--- src/rtl/miriscv_data_axil_bridge.sv ---
// LSU data port to AXI4-Lite master bridge with a posted write buffer.
// Ports: clk_i/rst_i; data_* LSU side; m_aw*/m_w*/m_b*/m_ar*/m_r* AXI4-Lite master.
module miriscv_data_axil_bridge #(
    parameter int unsigned WBUF_DEPTH = 2
) (
    input  logic        clk_i,
    input  logic        rst_i,
    input  logic        data_req_i,
    input  logic        data_we_i,
    input  logic [3:0]  data_be_i,
    input  logic [31:0] data_addr_i,
    input  logic [31:0] data_wdata_i,
    output logic        data_rvalid_o,
    output logic [31:0] data_rdata_o,
    output logic        data_stall_o,
    output logic        wbuf_empty_o,
    output logic        bus_err_o,
    output logic [31:0] m_awaddr_o,
    output logic [2:0]  m_awprot_o,
    output logic        m_awvalid_o,
    input  logic        m_awready_i,
    output logic [31:0] m_wdata_o,
    output logic [3:0]  m_wstrb_o,
    output logic        m_wvalid_o,
    input  logic        m_wready_i,
    input  logic [1:0]  m_bresp_i,
    input  logic        m_bvalid_i,
    output logic        m_bready_o,
    output logic [31:0] m_araddr_o,
    output logic [2:0]  m_arprot_o,
    output logic        m_arvalid_o,
    input  logic        m_arready_i,
    input  logic [31:0] m_rdata_i,
    input  logic [1:0]  m_rresp_i,
    input  logic        m_rvalid_i,
    output logic        m_rready_o
);

    localparam int unsigned PW = $clog2(WBUF_DEPTH);
    localparam logic [PW:0] FULL_CNT = (PW+1)'(WBUF_DEPTH);

    typedef enum logic [1:0] {
        W_IDLE,
        W_SEND,
        W_RESP
    } w_state_t;

    typedef enum logic [2:0] {
        R_IDLE,
        R_DRAIN,
        R_ADDR,
        R_DATA,
        R_DONE
    } r_state_t;

    logic [31:0]   buf_addr [WBUF_DEPTH];
    logic [31:0]   buf_data [WBUF_DEPTH];
    logic [3:0]    buf_be   [WBUF_DEPTH];
    logic [PW-1:0] wr_ptr;
    logic [PW-1:0] rd_ptr;
    logic [PW:0]   count;
    logic          full;
    logic          enq;
    logic          deq;
    logic          wbuf_empty;

    w_state_t      w_state;
    w_state_t      w_state_n;
    logic          load_head;
    logic          aw_pend;
    logic          w_pend;
    logic          aw_hs;
    logic          w_hs;
    logic [31:0]   awaddr_q;
    logic [31:0]   wdata_q;
    logic [3:0]    wstrb_q;

    r_state_t      r_state;
    r_state_t      r_state_n;
    logic [31:0]   araddr_q;
    logic [31:0]   rdata_q;
    logic          err_q;

    // Full uses the registered count so a same-cycle pop never unblocks.
    assign full         = (count == FULL_CNT);
    assign enq          = data_req_i & data_we_i & ~full;
    assign data_stall_o = data_req_i & data_we_i & full;
    assign wbuf_empty   = (count == '0) & (w_state == W_IDLE);
    assign wbuf_empty_o = wbuf_empty;

    always_ff @(posedge clk_i) begin
        if (enq) begin
            buf_addr[wr_ptr] <= data_addr_i;
            buf_data[wr_ptr] <= data_wdata_i;
            buf_be[wr_ptr]   <= data_be_i;
        end
    end

    always_ff @(posedge clk_i) begin
        if (rst_i) begin
            wr_ptr <= '0;
            rd_ptr <= '0;
            count  <= '0;
        end else begin
            if (enq) begin
                wr_ptr <= wr_ptr + PW'(1);
            end
            if (deq) begin
                rd_ptr <= rd_ptr + PW'(1);
            end
            if (enq & ~deq) begin
                count <= count + (PW+1)'(1);
            end else if (deq & ~enq) begin
                count <= count - (PW+1)'(1);
            end
        end
    end

    assign aw_hs = aw_pend & m_awready_i;
    assign w_hs  = w_pend & m_wready_i;

    always_ff @(posedge clk_i) begin
        if (rst_i) begin
            w_state <= W_IDLE;
        end else begin
            w_state <= w_state_n;
        end
    end

    always_comb begin
        w_state_n = w_state;
        load_head = 1'b0;
        deq       = 1'b0;
        unique case (w_state)
            W_IDLE: begin
                if (count != '0) begin
                    load_head = 1'b1;
                    w_state_n = W_SEND;
                end
            end
            W_SEND: begin
                // AW and W complete independently; pop once both are done.
                if ((~aw_pend | aw_hs) & (~w_pend | w_hs)) begin
                    deq       = 1'b1;
                    w_state_n = W_RESP;
                end
            end
            W_RESP: begin
                if (m_bvalid_i) begin
                    w_state_n = W_IDLE;
                end
            end
            default: w_state_n = W_IDLE;
        endcase
    end

    always_ff @(posedge clk_i) begin
        if (rst_i) begin
            aw_pend  <= 1'b0;
            w_pend   <= 1'b0;
            awaddr_q <= '0;
            wdata_q  <= '0;
            wstrb_q  <= '0;
        end else if (load_head) begin
            aw_pend  <= 1'b1;
            w_pend   <= 1'b1;
            awaddr_q <= buf_addr[rd_ptr];
            wdata_q  <= buf_data[rd_ptr];
            wstrb_q  <= buf_be[rd_ptr];
        end else begin
            if (aw_hs) begin
                aw_pend <= 1'b0;
            end
            if (w_hs) begin
                w_pend <= 1'b0;
            end
        end
    end

    assign m_awaddr_o  = awaddr_q;
    assign m_awprot_o  = 3'b000;
    assign m_awvalid_o = aw_pend;
    assign m_wdata_o   = wdata_q;
    assign m_wstrb_o   = wstrb_q;
    assign m_wvalid_o  = w_pend;
    assign m_bready_o  = (w_state == W_RESP);

    always_ff @(posedge clk_i) begin
        if (rst_i) begin
            r_state <= R_IDLE;
        end else begin
            r_state <= r_state_n;
        end
    end

    always_comb begin
        r_state_n = r_state;
        unique case (r_state)
            R_IDLE: begin
                if (data_req_i & ~data_we_i) begin
                    r_state_n = R_DRAIN;
                end
            end
            R_DRAIN: begin
                // Loads wait for every earlier store to be acknowledged.
                if (wbuf_empty) begin
                    r_state_n = R_ADDR;
                end
            end
            R_ADDR: begin
                if (m_arready_i) begin
                    r_state_n = R_DATA;
                end
            end
            R_DATA: begin
                if (m_rvalid_i) begin
                    r_state_n = R_DONE;
                end
            end
            R_DONE:  r_state_n = R_IDLE;
            default: r_state_n = R_IDLE;
        endcase
    end

    always_ff @(posedge clk_i) begin
        if (rst_i) begin
            araddr_q <= '0;
            rdata_q  <= '0;
            err_q    <= 1'b0;
        end else begin
            if ((r_state == R_DRAIN) & wbuf_empty) begin
                araddr_q <= data_addr_i;
            end
            if ((r_state == R_DATA) & m_rvalid_i) begin
                rdata_q <= m_rdata_i;
            end
            err_q <= ((w_state == W_RESP) & m_bvalid_i & (|m_bresp_i))
                   | ((r_state == R_DATA) & m_rvalid_i & (|m_rresp_i));
        end
    end

    assign m_araddr_o    = araddr_q;
    assign m_arprot_o    = 3'b000;
    assign m_arvalid_o   = (r_state == R_ADDR);
    assign m_rready_o    = (r_state == R_DATA);
    assign data_rvalid_o = (r_state == R_DONE);
    assign data_rdata_o  = rdata_q;
    assign bus_err_o     = err_q;

endmodule
--- config.mk ---
export PLATFORM = sky130hd
export DESIGN_NAME = miriscv_data_axil_bridge
export DESIGN_NICKNAME = d
export VERILOG_FILES = /design/src/rtl/miriscv_data_axil_bridge.sv
export SDC_FILE = /design/constraint.sdc
export NUM_CORES = 1
export LEC_CHECK = 0
export BUFFER_PORTS_ARGS = -buffer_cell sky130_fd_sc_hd__buf_2
export CAP_MARGIN = 15
export CORE_MARGIN = 2
export CORE_UTILIZATION = 30
export DETAILED_ROUTE_END_ITERATION = 8
export PLACE_DENSITY_LB_ADDON = 0.2
export REMOVE_ABC_BUFFERS = 1
export SYNTH_ARGS = -nofsm -noshare
export SYNTH_HDL_FRONTEND = slang
export SYNTH_SLANG_ARGS = --single-unit
--- constraint.sdc ---
create_clock -name clk_i -period 3.26 [get_ports clk_i]
set_input_delay 0.163 -clock clk_i [delete_from_list [all_inputs] [get_ports clk_i]]
set_output_delay 0.163 -clock clk_i [all_outputs]
set_load 0.05 [all_outputs]
# Word level (Yosys, flattened, before mapping)
# Memories as Yosys holds them, arrays and structs flattened. A register that Yosys moved wholly into a read port is not among the register bits.
# Index checks and enable logic that the tools add are counted.
[totals]
regBits = 76
ram_bits = 136
in_bits = 113
output_inout_bits = 147
wordCells = 87
memories = 3
[classes]
n_addsub = 4
eq_ne = 14
muxes = 21
n_bitwise = 24
n_reduce_logical = 11
[mem_list]
columns = ["name", "words", "word_bits", "read_ports", "rd_clocked_by_memory_dff", "write_ports", "line", "rtl"]
rows = [
  ["buf_addr", 2, 32, 1, 1, 1, "56", "logic [31:0] buf_addr [WBUF_DEPTH];"],
  ["buf_data", 2, 32, 1, 1, 1, "57", "logic [31:0] buf_data [WBUF_DEPTH];"],
  ["buf_be", 2, 4, 1, 1, 1, "58", "logic [3:0] buf_be [WBUF_DEPTH];"],
]
[op_table]
columns = ["operator", "n"]
rows = [
  ["$and 1x1->1", 15],
  ["$mux 3", 4],
  ["$pmux 3 s4", 1],
  ["$mux 1", 10],
  ["$mux 2", 5],
  ["$ne 2x2->1 const B", 5],
  ["$reduce_bool 2->1", 4],
  ["$eq 3x2->1 const B", 2],
  ["$not 1->1", 6],
  ["$pmux 2 s3", 1],
  ["$eq 2x2->1 const B", 2],
  ["$logic_not 2->1", 2],
  ["$ne 2x1->1 const B", 2],
  ["$reduce_and 4->1", 1],
  ["$reduce_or 2->1", 2],
  ["$eq 3x1->1 const B", 1],
  ["$eq 3x3->1 const B", 1],
  ["$logic_not 3->1", 1],
  ["$or 1x1->1", 3],
  ["$reduce_and 3->1", 1],
  ["$add 1x1->1 const B", 2],
  ["$add 2x1->2 const B", 1],
  ["$eq 2x1->1 const B", 1],
  ["$sub 2x1->2 const B", 1],
]

# Depth between registers and ports, before layout
[depth]
depth_word = 8
depth_mapped = 7
depth_no_buf = 6

# Worst setup path before layout
# OpenSTA, ideal clock, no wires.
[synth_timing]
path_kind = "register -> register"
start = "register count[0]"
end = "memory buf_addr[1][0] (enable)"
setup_ns = 0.434
arrival_ns = 2.200
required_time_ns = 2.826
setup_slack_ns = 0.626
stages_incl_launch_ff = 4
n_path_buf = 0
period_less_slack_ns = 2.634
path_cell_list = "dfxtp_1 -> nor2b_1 -> nor2_1 -> and2_1"
[synth_via]
elab_chain_cells = 5
[synth_rtl]
columns = ["element", "line", "rtl"]
rows = [
  ["start, declared", "61", "logic [PW:0] count;"],
  ["start signal, assigned", "112", "count <= count + (PW+1)'(1);"],
  ["start signal, assigned", "114", "count <= count - (PW+1)'(1);"],
  ["$eq 2x2->1", "85", "assign full = (count == FULL_CNT);"],
  ["$not 1->1", "86", "assign enq = data_req_i & data_we_i & ~full;"],
  ["$and 1x1->1", "86", ""],
  ["named net enq", "63", "logic enq;"],
  ["$mux 1", "92", "if (enq) begin"],
  ["$mux 1 (not written as such)", "93", "buf_addr[wr_ptr] <= data_addr_i;"],
  ["end, declared", "56", ""],
]
# The timed path passes the listed nets, and every way through them passes these cells.

# Worst setup path after layout
[layout_timing]
start = "register r_state[1]"
end = "register err_q, in the netlist bus_err_o"
[layout_via]
elab_chain_cells = 4
[layout_rtl]
columns = ["element", "line", "rtl"]
rows = [
  ["start, declared", "78", "r_state_t r_state;"],
  ["start signal, assigned", "192", "r_state <= r_state_n;"],
  ["$eq 3x2->1", "238", "| ((r_state == R_DATA) & m_rvalid_i & (|m_rresp_i));"],
  ["$and 1x1->1 (2 in series)", "238", ""],
  ["$or 1x1->1", "238", ""],
  ["end signal, assigned", "237", "err_q <= ((w_state == W_RESP) & m_bvalid_i & (|m_bresp_i))"],
  ["end, declared", "82", "logic err_q;"],
]
# No other way between the ends.
# A chain may end at the register's enable or synchronous reset.

==> impl_metrics.json <==
{
  "min_period_over_period_pct": 79.6,
  "r2r-end": "bus_err_o$_SDFF_PP0_",
  "synth_most_common_cell": "dfxtp_1",
  "ant_nets": 0,
  "hold_class": "primary input to flip-flop",
  "cts_tree": "yes",
  "p_per_area_nw_per_um2": 867,
  "path_clk_slew_ns": 0.06,
  "rsz0062_at_grt": "false",
  "syn_area_um2": 10400,
  "r2r-start": "r_state[1]$_SDFFE_PP0P_",
  "ys_warn_count": 0,
  "ios": 260,
  "final_util_pct": 41.4,
  "critical_path.endpoint": "bus_err_o$_SDFF_PP0_",
  "ys_seq_elements": 280,
  "worst_pin_slew_ns": 0.960,
  "die-area_um2": 36100,
  "diodes": 0,
  "grt-ovfl-total": 0,
  "drt-vias-per-instance": 4.44,
  "synth.top_cell.area_share_pct": 39.3,
  "wire_per_inst_um": 16.0,
  "holdWs_ns": 0.0427,
  "final.min_clock_period_ns": 2.60,
  "p_leak_nw": 5.41,
  "cts_root_buf": "clkbuf_16",
  "drc": 0,
  "cp_max_fo": 33,
  "fillers": 3273,
  "critPathCaptureType": "flip-flop",
  "drt_first_pass_iters": 4,
  "syn_inst": 803,
  "dpl_worst_slack_ns": 1.20,
  "p_sw_mw": 4.57,
  "fin_nets": 1259,
  "synth_edf_count": 136,
  "numPortBuffers": 253,
  "avgSynthCellArea_um2": 12.9,
  "grt_pass1_vias": 7118,
  "r2r_cells": 6,
  "clock_latency_ns": 0.50,
  "yosys-top-cells-count": "dfxtp_1, edfxtp_1, a21oi_1",
  "layout.cells.non_filler": 1625,
  "grt_start_max_net_pins": 126,
  "initialDrtViolationCount": 321,
  "die_w_um": 190,
  "syn_to_final_growth_pct": 36.8,
  "grt.total_usage_pct": 14.1,
  "wl_mm": 26.1,
  "p_int_mw": 7.75,
  "postCtsSetupBuffers": 0,
  "dp_hpwl_mm": 15.5,
  "yosys.area.top_type": "edfxtp_1",
  "max_clock_freq_mhz": 385,
  "seq_power_share_pct": 37.2,
  "vdd_drop_max_mv": 0.473,
  "core_um2": 34300,
  "cts_buffers": 34,
  "hold_violations": 0,
  "grt_antenna_before_repair": 0,
  "clk_path_buf_depth": 3,
  "netlist_top_cells_area": "edfxtp_1, dfxtp_1, mux2i_1",
  "die_h_um": 190,
  "status": "finished, final reports clean",
  "clkPwrFrac_pct": 30.1,
  "slew_violations": 0,
  "p_sw_share_pct": 37.1,
  "power_frac_comb_pct": 32.7,
  "crit_required_ns": 3.68,
  "worstSetupStartpointType": "flip-flop",
  "reg2reg_slack_ns": 0.66,
  "grt_pass1_wl_mm": 40.1,
  "ys.flop_type": "dfxtp_1",
  "crit_type": "flip-flop to flip-flop",
  "postLayoutSetupSlackWorst_ns": 0.665,
  "power_mw": 12.3,
  "finClkSkew_ns": 0.0194,
  "h-tree-depth": 2,
  "slew_headroom_pct": 36.0,
  "dp.cells": 1458,
  "vias": 7209,
  "critPathArrivalTime_ns": 3.01,
  "startpoint": "r_state[1]$_SDFFE_PP0P_",
  "place_congestion": 0.723,
  "finalSetupViolCount": 0,
  "drv_cap": 0,
  "rows": 68,
  "synthArstFlopShare_pct": 0,
  "drive_gt1_share_pct": 28.2,
  "cts.sinks": 280,
  "initial_core_util_pct": 30.3,
  "synth.distinct_cells": 40,
  "seq_area_frac_synth_pct": 67.1
}
==> area by class of cell <==
cell class	count	area (µm²)	area share, %
inverters	2	8.76	0.0617
repair buffers	371	2450	17.2
flip-flops and latches	280	6970	49.1
clock inverters	11	126	0.890
clock buffers	50	982	6.92
multi-input cells	456	3100	21.8
well taps	455	569	4.01
==> layer usage <==
layer	wire length, µm	vias up	share of wire, %	global-route usage (%)
met5	0	-	0	0
met4	729	0	2.8	4.92
met3	1490	54	5.7	3.58
met2	12600	177	48	23.8
met1	11200	3385	43	17.6
li1	-	3593	-	-
==> registers in the layout, indices dropped and copies added, names as in the netlist <==
register / flops
buf_addr: 64
buf_data: 64
data_rdata_o: 32
m_araddr_o: 32
m_awaddr_o: 32
m_wdata_o: 32
buf_be: 8
m_wstrb_o: 4
r_state: 3
count: 2
w_state: 2
bus_err_o: 1
m_awvalid_o: 1
m_wvalid_o: 1
rd_ptr: 1
wr_ptr: 1
==> stage by stage <==
step	TNS, ns	instance area, µm²
after global routing	0	14200
after floorplan	-75.06	10100
after CTS	0	14200
after detailed placement	0	12000
after global placement	0	12000
final	0	14200
==> worst min-delay path by stage <==
stage	from	cells after the start	slack, ns	end
floorplan	rst_i	1	0.23	m_awaddr_o[0]$_SDFFE_PP0P_
global placement	data_be_i[1]	1	0.35	buf_be[0][1]$_DFFE_PP_
detailed placement	data_be_i[2]	1	0.35	buf_be[1][2]$_DFFE_PP_
CTS	m_rvalid_i	4	0.03	r_state[0]$_SDFFE_PP0P_
global route	m_rvalid_i	4	0.04	r_state[0]$_SDFFE_PP0P_
finish	m_arready_i	3	0.04	r_state[0]$_SDFFE_PP0P_
==> repair_timing <==
item                      CTS  global route
hold endpoints to repair  203             0
hold buffers              106             0
gates resized for setup     0             0
==> layout by cell type (no fill, tap or decap), drive strengths merged, types with 4 or more instances in the layout <==
| cell type | instances |
|---|---|
| nor2b | 4 |
| a211oi | 69 |
| dlygate4sd3 | 106 |
| buf | 265 |
| nand2b | 68 |
| clkbuf | 50 |
| edfxtp | 136 |
| a21oi | 107 |
| nor2 | 8 |
| conb | 6 |
| mux2i | 100 |
| clkinv | 8 |
| nand2 | 66 |
| dfxtp | 144 |
==> power by group through the flow <==
stage | sequential (mW) | combinational [mW] | clock [mW]
after floorplan | 5.75 | 1.78 | 0
after global placement | 4.66 | 3.96 | 0
after detailed placement | 4.66 | 4.00 | 0
after CTS | 4.60 | 4.10 | 3.83
after global routing | 4.66 | 4.34 | 3.98
final | 4.59 | 4.02 | 3.71
==> critical path, cell delays in order, from the launching register on <==
cell and delay, ns:
dfxtp_1 0.53, and4b_1 0.24, buf_4 0.32, o21ai_1 0.12, dlygate4sd3_1 0.59, a21oi_1 0.14
dlygate4sd3_1 0.58
==> cells by family after synthesis <==
kind of cell,after synthesis,share of synthesized area [%]
other,1,0.0361
adder cells (fa/ha/maj),1,0.121
multiplexers,101,9.75
AO/OA/AOI/OAI,186,11.4
XOR/XNOR,2,0.169
flip-flops,280,67.1
AND/OR/NAND/NOR,160,8.06
buffers and inverters,72,3.39
Power figures use the tool's default switching activity.
